**src/rtl/matmul_pkg.sv**
```systemverilog
// Shared definitions for the 3x3 matrix multiplier front end.
// Holds the loader state encoding, the matrix geometry and the counter widths.
package matmul_pkg;

    localparam int unsigned N         = 3;
    localparam int unsigned ELEM_W    = 8;
    localparam int unsigned NUM_ELEMS = N * N;
    localparam int unsigned NUM_OPS   = 2 * NUM_ELEMS;
    localparam int unsigned COUNT_W   = 5;
    localparam int unsigned JOBS_W    = 8;

    typedef enum logic [1:0] {
        StLoad = 2'b00,
        StFire = 2'b01,
        StWait = 2'b10
    } state_e;

endpackage

```
**src/rtl/matrix_operand_loader_if.sv**
```systemverilog
// Bundle between the operand source / multiplier and the operand loader.
//   clear, in_data, in_valid : element stream and discard request into the loader
//   in_ready                 : loader can take an element
//   A, B                     : packed operand matrices to the multiplier
//   start, done              : job handshake with the multiplier
//   busy, count, jobs        : loader status
// master is the loader's view, slave is the environment's view.
interface matrix_operand_loader_if;
    import matmul_pkg::*;

    logic                        clear;
    logic [ELEM_W-1:0]           in_data;
    logic                        in_valid;
    logic                        in_ready;
    logic [NUM_ELEMS*ELEM_W-1:0] A;
    logic [NUM_ELEMS*ELEM_W-1:0] B;
    logic                        start;
    logic                        done;
    logic                        busy;
    logic [COUNT_W-1:0]          count;
    logic [JOBS_W-1:0]           jobs;

    modport master (
        input  clear, in_data, in_valid, done,
        output in_ready, A, B, start, busy, count, jobs
    );

    modport slave (
        output clear, in_data, in_valid, done,
        input  in_ready, A, B, start, busy, count, jobs
    );

endinterface

```
**src/rtl/matrix_operand_loader.sv**
```systemverilog
// Operand loader for the 3x3 matrix multiplier.
// Packs 18 streamed bytes into A (elements 0..8) and B (elements 9..17), pulses start
// for one cycle, then holds A/B stable until the multiplier reports done.
// Ports:
//   clk   : rising-edge clock
//   reset : asynchronous active-high reset
//   bus   : loader side of matrix_operand_loader_if (stream in, operands/start out)
module matrix_operand_loader #(
    parameter int unsigned N      = 3,
    parameter int unsigned ELEM_W = 8
) (
    input logic                      clk,
    input logic                      reset,
    matrix_operand_loader_if.master  bus
);
    import matmul_pkg::*;

    localparam int unsigned NumElems = N * N;
    localparam int unsigned NumOps   = 2 * NumElems;
    localparam int unsigned MatW     = NumElems * ELEM_W;

    state_e             state_q, state_d;
    logic [COUNT_W-1:0] count_q, count_d;
    logic [JOBS_W-1:0]  jobs_q, jobs_d;
    logic [MatW-1:0]    a_q, a_d;
    logic [MatW-1:0]    b_q, b_d;
    logic               start_q, start_d;

    // State and datapath registers
    always_ff @(posedge clk or posedge reset) begin
        if (reset) begin
            state_q <= StLoad;
            count_q <= '0;
            jobs_q  <= '0;
            a_q     <= '0;
            b_q     <= '0;
            start_q <= 1'b0;
        end else begin
            state_q <= state_d;
            count_q <= count_d;
            jobs_q  <= jobs_d;
            a_q     <= a_d;
            b_q     <= b_d;
            start_q <= start_d;
        end
    end

    // Next-state and datapath updates
    always_comb begin
        state_d = state_q;
        count_d = count_q;
        jobs_d  = jobs_q;
        a_d     = a_q;
        b_d     = b_q;
        start_d = 1'b0;
        unique case (state_q)
            StLoad: begin
                // clear wins over in_valid and drops the partial job
                if (bus.clear) begin
                    count_d = '0;
                    a_d     = '0;
                    b_d     = '0;
                end else if (bus.in_valid) begin
                    for (int i = 0; i < int'(NumElems); i++) begin
                        if (count_q == COUNT_W'(i)) begin
                            a_d[i*ELEM_W +: ELEM_W] = bus.in_data;
                        end
                        if (count_q == COUNT_W'(i + int'(NumElems))) begin
                            b_d[i*ELEM_W +: ELEM_W] = bus.in_data;
                        end
                    end
                    count_d = count_q + 1'b1;
                    if (count_q == COUNT_W'(NumOps - 1)) begin
                        state_d = StFire;
                        start_d = 1'b1;
                    end
                end
            end
            StFire: begin
                state_d = StWait;
            end
            StWait: begin
                // done is only trusted here: the multiplier cleared any stale level
                // on the edge that sampled start
                if (bus.done) begin
                    state_d = StLoad;
                    count_d = '0;
                    jobs_d  = jobs_q + 1'b1;
                end
            end
            default: begin
                state_d = StLoad;
            end
        endcase
    end

    // Outputs
    always_comb begin
        bus.in_ready = (state_q == StLoad) && !bus.clear;
        bus.busy     = (state_q == StFire) || (state_q == StWait);
        bus.start    = start_q;
        bus.count    = count_q;
        bus.jobs     = jobs_q;
        bus.A        = a_q;
        bus.B        = b_q;
    end

endmodule

```
**src/flat_wrapper.sv**
```systemverilog
// flat-port wrapper written by rule: the top's interface ports become plain ports
module matrix_operand_loader_flat import matmul_pkg::*;
#(
    parameter int unsigned N      = 3,
    parameter int unsigned ELEM_W = 8
)
  (clk, reset, bus_clear, bus_in_data, bus_in_valid, bus_done, bus_in_ready, bus_A, bus_B, bus_start, bus_busy, bus_count, bus_jobs);
  matrix_operand_loader_if bus_i ();
  input logic clk;
  input logic reset;
  input wire logic [$bits(bus_i.clear)-1:0] bus_clear;
  input wire logic [$bits(bus_i.in_data)-1:0] bus_in_data;
  input wire logic [$bits(bus_i.in_valid)-1:0] bus_in_valid;
  input wire logic [$bits(bus_i.done)-1:0] bus_done;
  output wire logic [$bits(bus_i.in_ready)-1:0] bus_in_ready;
  output wire logic [$bits(bus_i.A)-1:0] bus_A;
  output wire logic [$bits(bus_i.B)-1:0] bus_B;
  output wire logic [$bits(bus_i.start)-1:0] bus_start;
  output wire logic [$bits(bus_i.busy)-1:0] bus_busy;
  output wire logic [$bits(bus_i.count)-1:0] bus_count;
  output wire logic [$bits(bus_i.jobs)-1:0] bus_jobs;
  assign bus_i.clear = bus_clear;
  assign bus_i.in_data = bus_in_data;
  assign bus_i.in_valid = bus_in_valid;
  assign bus_i.done = bus_done;
  assign bus_in_ready = bus_i.in_ready;
  assign bus_A = bus_i.A;
  assign bus_B = bus_i.B;
  assign bus_start = bus_i.start;
  assign bus_busy = bus_i.busy;
  assign bus_count = bus_i.count;
  assign bus_jobs = bus_i.jobs;
  matrix_operand_loader #(.N(N), .ELEM_W(ELEM_W)) u_core (.clk(clk), .reset(reset), .bus(bus_i));
endmodule
```
**config.mk**
```make
export PLATFORM = sky130hd
export DESIGN_NAME = matrix_operand_loader_flat
export DESIGN_NICKNAME = d
export VERILOG_FILES = /design/src/rtl/matmul_pkg.sv /design/src/rtl/matrix_operand_loader_if.sv /design/src/rtl/matrix_operand_loader.sv /design/src/flat_wrapper.sv
export SDC_FILE = /design/constraint.sdc
export NUM_CORES = 1
export LEC_CHECK = 0
export CORE_ASPECT_RATIO = 1.1
export CORE_MARGIN = 3
export CORE_UTILIZATION = 25
export CTS_CLUSTER_DIAMETER = 60
export DETAILED_ROUTE_END_ITERATION = 7
export HOLD_SLACK_MARGIN = 0.02
export PLACE_DENSITY = 0.53
export SYNTH_ARGS = -nofsm -noshare
export SYNTH_HDL_FRONTEND = slang
export SYNTH_SLANG_ARGS = --single-unit
```
**constraint.sdc**
```tcl
create_clock -name clk -period 15.3 [get_ports clk]
set_clock_uncertainty 0.2 [all_clocks]
set_input_delay 1.53 -clock clk [delete_from_list [all_inputs] [get_ports clk]]
set_output_delay 1.53 -clock clk [all_outputs]
set_load 0.05 [all_outputs]
```
==> impl_metrics.ini, run 1 <==
[clocking]
cts_made_buffers = 17
cts_tree = yes
postCtsHoldBufs = 0
cts_num_sinks = 160
cts_setup_buffers = 0
path_clk_slew_ns = 0.06
cts_resized = 0
clockBufferDepth = 2
cts_root_buffer = clkbuf_16
htreeDepth = 4
clock_latency_ns = 0.42

[sta]
slew_viol_final = 0
tns_ns = 0
setup_violations = 0
hold_viol = 0
max_freq_mhz = 207
rsz0062_at_grt = false
period_minus_slack_ns = 4.83
worst_pin_slew_ns = 1.07
relSlewSlack = 0.284
period_share = 0.316

[grt]
grt_pass1_vias = 4711
grt.total_usage = 0.144
grt_max_degree = 90
antenna_found_initial = 0
grt_overflow = 0
grt_pass1_wl_um = 29500

[synth]
yosysWarningCount = 0
synth_seq_cells = 160
ys_types = 41
seq_area_frac_synth = 0.641
netlist_instances = 591
synth_ff_type = dfrtp_1
synth_largest_area_cell = dfrtp_1
synthTopCellsByCount = 160 x dfrtp_1, 149 x nand2_1, 139 x o21ai_0
netlist_area_mm2 = 0.00625
synthTopCellsByArea = dfrtp_1 64%, o21ai_0 11%, nand2_1 8.9%
synth_edf_count = 0
synthArstFlopShare = 1.00
post-synth-top-count-cell = dfrtp_1
synth_top_area_share = 0.641
avgSynthCellArea_um2 = 10.6
synthesis.nets = 613

[layout]
n_fill_cell = 2483
regArea_mm2 = 0.00400
final_util = 0.360
final_cell_area_mm2 = 0.00883
num_antenna_cells = 0
drive_above_1_share = 0.0553
nets = 770
syn2layout_area_growth_pct = 41.2
multi_input_area_mm2 = 0.00203

[critical_path]
crit_slowest_cell = clkdlybuf4s50_1
cpMostUsedCell = clkdlybuf4s50_1
cp-startpoint = bus_clear
r2r-start = u_core.state_q[0]
arrival_ns = 3.10
cp_cell_sequence = clkdlybuf4s50_1 > buf_4 > nor2_1 > clkdlybuf4s50_1
worstSetupPathType = primary input to primary output
cp-start-kind = primary input
endpoint_kind = primary output
path_delay_family = buffers and inverters
critical-path-max-stage-delay_ns = 0.81
critPathRequiredTime_ns = 13.57
crit_buf_inv = 3
cp_max_fo = 37

[floorplanning]
initial_utilization = 0.255
die_h_um = 172
num_rows = 60
core-area_mm2 = 0.0245
io_pins = 173
fp.dieW_um = 157
die-area_mm2 = 0.0269

[pwr]
vdd_drop_max_mv = 0.0721
power.density_mw_per_mm2 = 140
p_leak_nw = 3.77

[hold_path]
min_from = u_core.bus.A[31]
min_path_type = register to register

[placement]
dpl-instance-area_mm2 = 0.00820
dpl.hpwl_um = 12400
numPortBuffers = 172
gp_congestion = 0.755

[routing]
first_pass_iters = 4
totalWireLength_um = 19000
wire_per_inst_um = 17.8
via_per_inst = 4.42
vias = 4729
postRouteAntennaNets = 0
drcViolationCount = 0
first_iter_violations = 175

[run_status]
status = complete, no violations

[run]
cap_violations = 0
layout by cell type, fill, tap and decap left out, types with 4 or more instances in the layout:
master           count
clkdlybuf4s50_1    172
dfrtp_1            160
nand2_1            149
o21ai_0            139
o21ai_1             17
clkbuf_16           17
nand2b_1            10
nor4bb_1             9
ha_1                 9
a22o_1               7
xnor2_1              5
nor2_1               5
inv_1                5
inv_6                5
nor4b_1              4
bufinv_16            4
final cells by class:
class / count / share of cell area
clock buffers: 17 / 0.0482
well taps: 310 / 0.0439
clock inverters: 14 / 0.0232
flip-flops and latches: 160 / 0.454
repair buffers: 175 / 0.198
multi-input cells: 387 / 0.230
inverters: 7 / 0.00354
cell families (layout without fill, tap and decap cells):
| family | count (synthesis) | in the layout | share of synthesized area |
|---|---|---|---|
| AND/OR/NAND/NOR | 193 | 193 | 0.143 |
| multiplexers | 2 | 2 | 0.00360 |
| buffers and inverters | 44 | 213 | 0.0346 |
| XOR/XNOR | 7 | 7 | 0.00981 |
| AO/OA/AOI/OAI | 176 | 176 | 0.151 |
| flip-flops | 160 | 160 | 0.641 |
| adder cells (fa/ha/maj) | 9 | 9 | 0.0180 |
state kept, by name (all words and copies together) (netlist names):
| name | flops |
|---|---|
| u_core.bus.count | 5 |
| u_core.bus.start | 1 |
| u_core.bus.jobs | 8 |
| u_core.bus.A | 72 |
| u_core.bus.B | 72 |
| u_core.state_q | 2 |
power by group:
group / switching (mW) / internal [mW]
clock: 0.188 / 0.276
sequential: 0.0243 / 0.461
combinational: 0.207 / 0.0831
total: 0.419 / 0.820
per-layer routing:
| metal | wire length (um) | global-route usage | part of all wire |
|---|---|---|---|
| met5 | 0 | 0 | 0 |
| met4 | 143 | 0.0335 | 0.0075 |
| met3 | 1060 | 0.0443 | 0.056 |
| met2 | 8740 | 0.226 | 0.46 |
| met1 | 9060 | 0.196 | 0.48 |
per-stage QoR:
step           std cells  total power, mW  setup slack (ns)  hold WS, ns
2_1_floorplan        591            0.678              9.25        0.285
3_3_place_gp        1039            0.785             10.45        0.261
3_5_place_dp        1039            0.787             10.47        0.266
4_1_cts             1070             1.26             10.46        0.284
5_1_grt             1070             1.29             10.40        0.303
6_report            1070             1.24             10.47        0.278
worst min-delay path, stage by stage (launching register included):
cell	delay (ns)
dfrtp_1	0.34
nand2_1	0.04
o21ai_0	0.06
final timing paths:
path,end,slack [ns],depth (start not counted)
max,bus_in_ready,10.47,4
min,u_core.bus.A[31],0.28,2
max reg2reg,u_core.bus.A[52],12.80,6
min reg2reg,u_core.bus.A[31],0.28,2
max in group asynchronous,u_core.bus.B[63],12.04,3
min in group asynchronous,u_core.bus.A[44],1.43,2
(Power assumes the default switching activity.)
==> run 2: changes to the inputs <==
- clock period: 15.3 -> 4.5 ns (I/O delays scaled with it)
==> impl_metrics.ini, run 2 (synthesis results as in run 1) <==
[layout]
layout_commonest_cell = clkdlybuf4s50_1
drive_above_1_share = 0.0564
nets = 771
layout_common_cells = 172 x clkdlybuf4s50_1, 160 x dfrtp_1, 149 x nand2_1, 139 x o21ai_0
final_cell_area_mm2 = 0.00879
final_util = 0.358
num_antenna_cells = 0
n_fill_cell = 2465
syn2layout_area_growth_pct = 40.6

[critical_path]
crit_end = bus_in_ready
arrival_ns = 2.27
crit_cells = 5
r2r-end = u_core.bus.B[26]
cp-start-kind = register
critical-path-max-stage-delay_ns = 0.81
path_delay_family = buffers and inverters
cp_cell_sequence = inv_1 > ha_1 > inv_1 > nor2_1 > clkdlybuf4s50_1
r2r_cells = 6
cp-startpoint = u_core.state_q[0]
endpoint_kind = primary output
r2r_setup_slack_ns = 2.04
critPathRequiredTime_ns = 3.85
worstSetupPathType = register to primary output
crit_buf_inv = 3
crit_slowest_cell = clkdlybuf4s50_1
r2r-start = u_core.state_q[0]
cp_max_fo = 7
cpMostUsedCell = inv_1

[pwr]
vdd_drop_max_mv = 0.211
p_leak_nw = 3.74
power.density_mw_per_mm2 = 462

[placement]
gp_congestion = 0.740
dpl.hpwl_um = 12600
dpl-instance-area_mm2 = 0.00822
numPortBuffers = 172

[routing]
postRouteAntennaNets = 0
drcViolationCount = 0
first_pass_iters = 4
totalWireLength_um = 18600
first_iter_violations = 238
wire_per_inst_um = 17.3
vias = 4728
via_per_inst = 4.41

[floorplanning]
core-area_mm2 = 0.0245
io_pins = 173
fp.dieW_um = 157
initial_utilization = 0.255
num_rows = 60
die-area_mm2 = 0.0269
die_h_um = 172

[sta]
setup_violations = 0
max_freq_mhz = 343
worst_pin_slew_ns = 1.05
slew_viol_final = 0
tns_ns = 0
timing.hold.ws_ns = 0.274
rsz0062_at_grt = false
period_share = 0.649
relSlewSlack = 0.300
period_minus_slack_ns = 2.92
hold_viol = 0

[clocking]
cts_num_sinks = 160
cts_resized = 0
cts_made_buffers = 17
cts_tree = yes
htreeDepth = 4
postCtsHoldBufs = 0
clockBufferDepth = 2
cts_root_buffer = clkbuf_16
path_clk_slew_ns = 0.06
clock_latency_ns = 0.42
cts_setup_buffers = 0

[hold_path]
min_path_type = register to register

[run]
cap_violations = 0

[grt]
antenna_found_initial = 1
grt_pass1_vias = 4710
grt_max_degree = 90
grt.total_usage = 0.141
grt_overflow = 0
grt_pass1_wl_um = 28800

[run_status]
status = complete, no violations
==> run 2: metal layers <==
layer,GRT usage,up-vias,part of all wire
li1,-,2331,-
met1,0.190,2265,0.46
met2,0.223,122,0.47
met3,0.0388,10,0.057
met4,0.0384,0,0.0092
met5,0,-,0
==> run 2: power breakdown <==
| part | internal (mW) | switching [mW] | total [mW] |
|---|---|---|---|
| Sequential | 1.57 | 0.0832 | 1.65 |
| Combinational | 0.284 | 0.703 | 0.987 |
| Clock | 0.789 | 0.631 | 1.42 |
| Total | 2.64 | 1.42 | 4.06 |
==> run 2: worst min path at each step <==
stage                       startpoint                  to  slack, ns  cells after the start
finish                 u_core.bus.A[7]     u_core.bus.A[7]       0.27                      2
floorplan            u_core.state_q[1]   u_core.state_q[1]       0.28                      1
global placement       u_core.bus.A[7]     u_core.bus.A[7]       0.26                      2
CTS                 u_core.bus.jobs[7]  u_core.bus.jobs[7]       0.28                      1
global route          u_core.bus.A[62]    u_core.bus.A[62]       0.31                      2
detailed placement  u_core.bus.jobs[7]  u_core.bus.jobs[7]       0.27                      1
==> run 2: stage by stage <==
| step | instances | total power, mW | setup WS [ns] |
|---|---|---|---|
| after floorplan | 591 | 2.31 | 1.82 |
| after global placement | 1040 | 2.67 | 1.53 |
| after detailed placement | 1040 | 2.68 | 1.49 |
| after CTS | 1072 | 4.12 | 1.55 |
| after global routing | 1072 | 4.24 | 1.41 |
| final | 1072 | 4.06 | 1.58 |
==> run 2: tightest hold or removal path, delay by kind of cell (launching register included) <==
kind | cells | cell delay (ns)
simple gates | 1 | 0.04
compound gates | 1 | 0.06
flops | 1 | 0.34
==> run 2: final cells by class <==
class | count | area [um2] | share of cell area
flip-flops and latches | 160 | 4000 | 0.456
multi-input cells | 387 | 2030 | 0.231
repair buffers | 176 | 1760 | 0.201
clock buffers | 19 | 443 | 0.0504
clock inverters | 13 | 128 | 0.0145
well taps | 310 | 388 | 0.0441
inverters | 7 | 30.0 | 0.00342
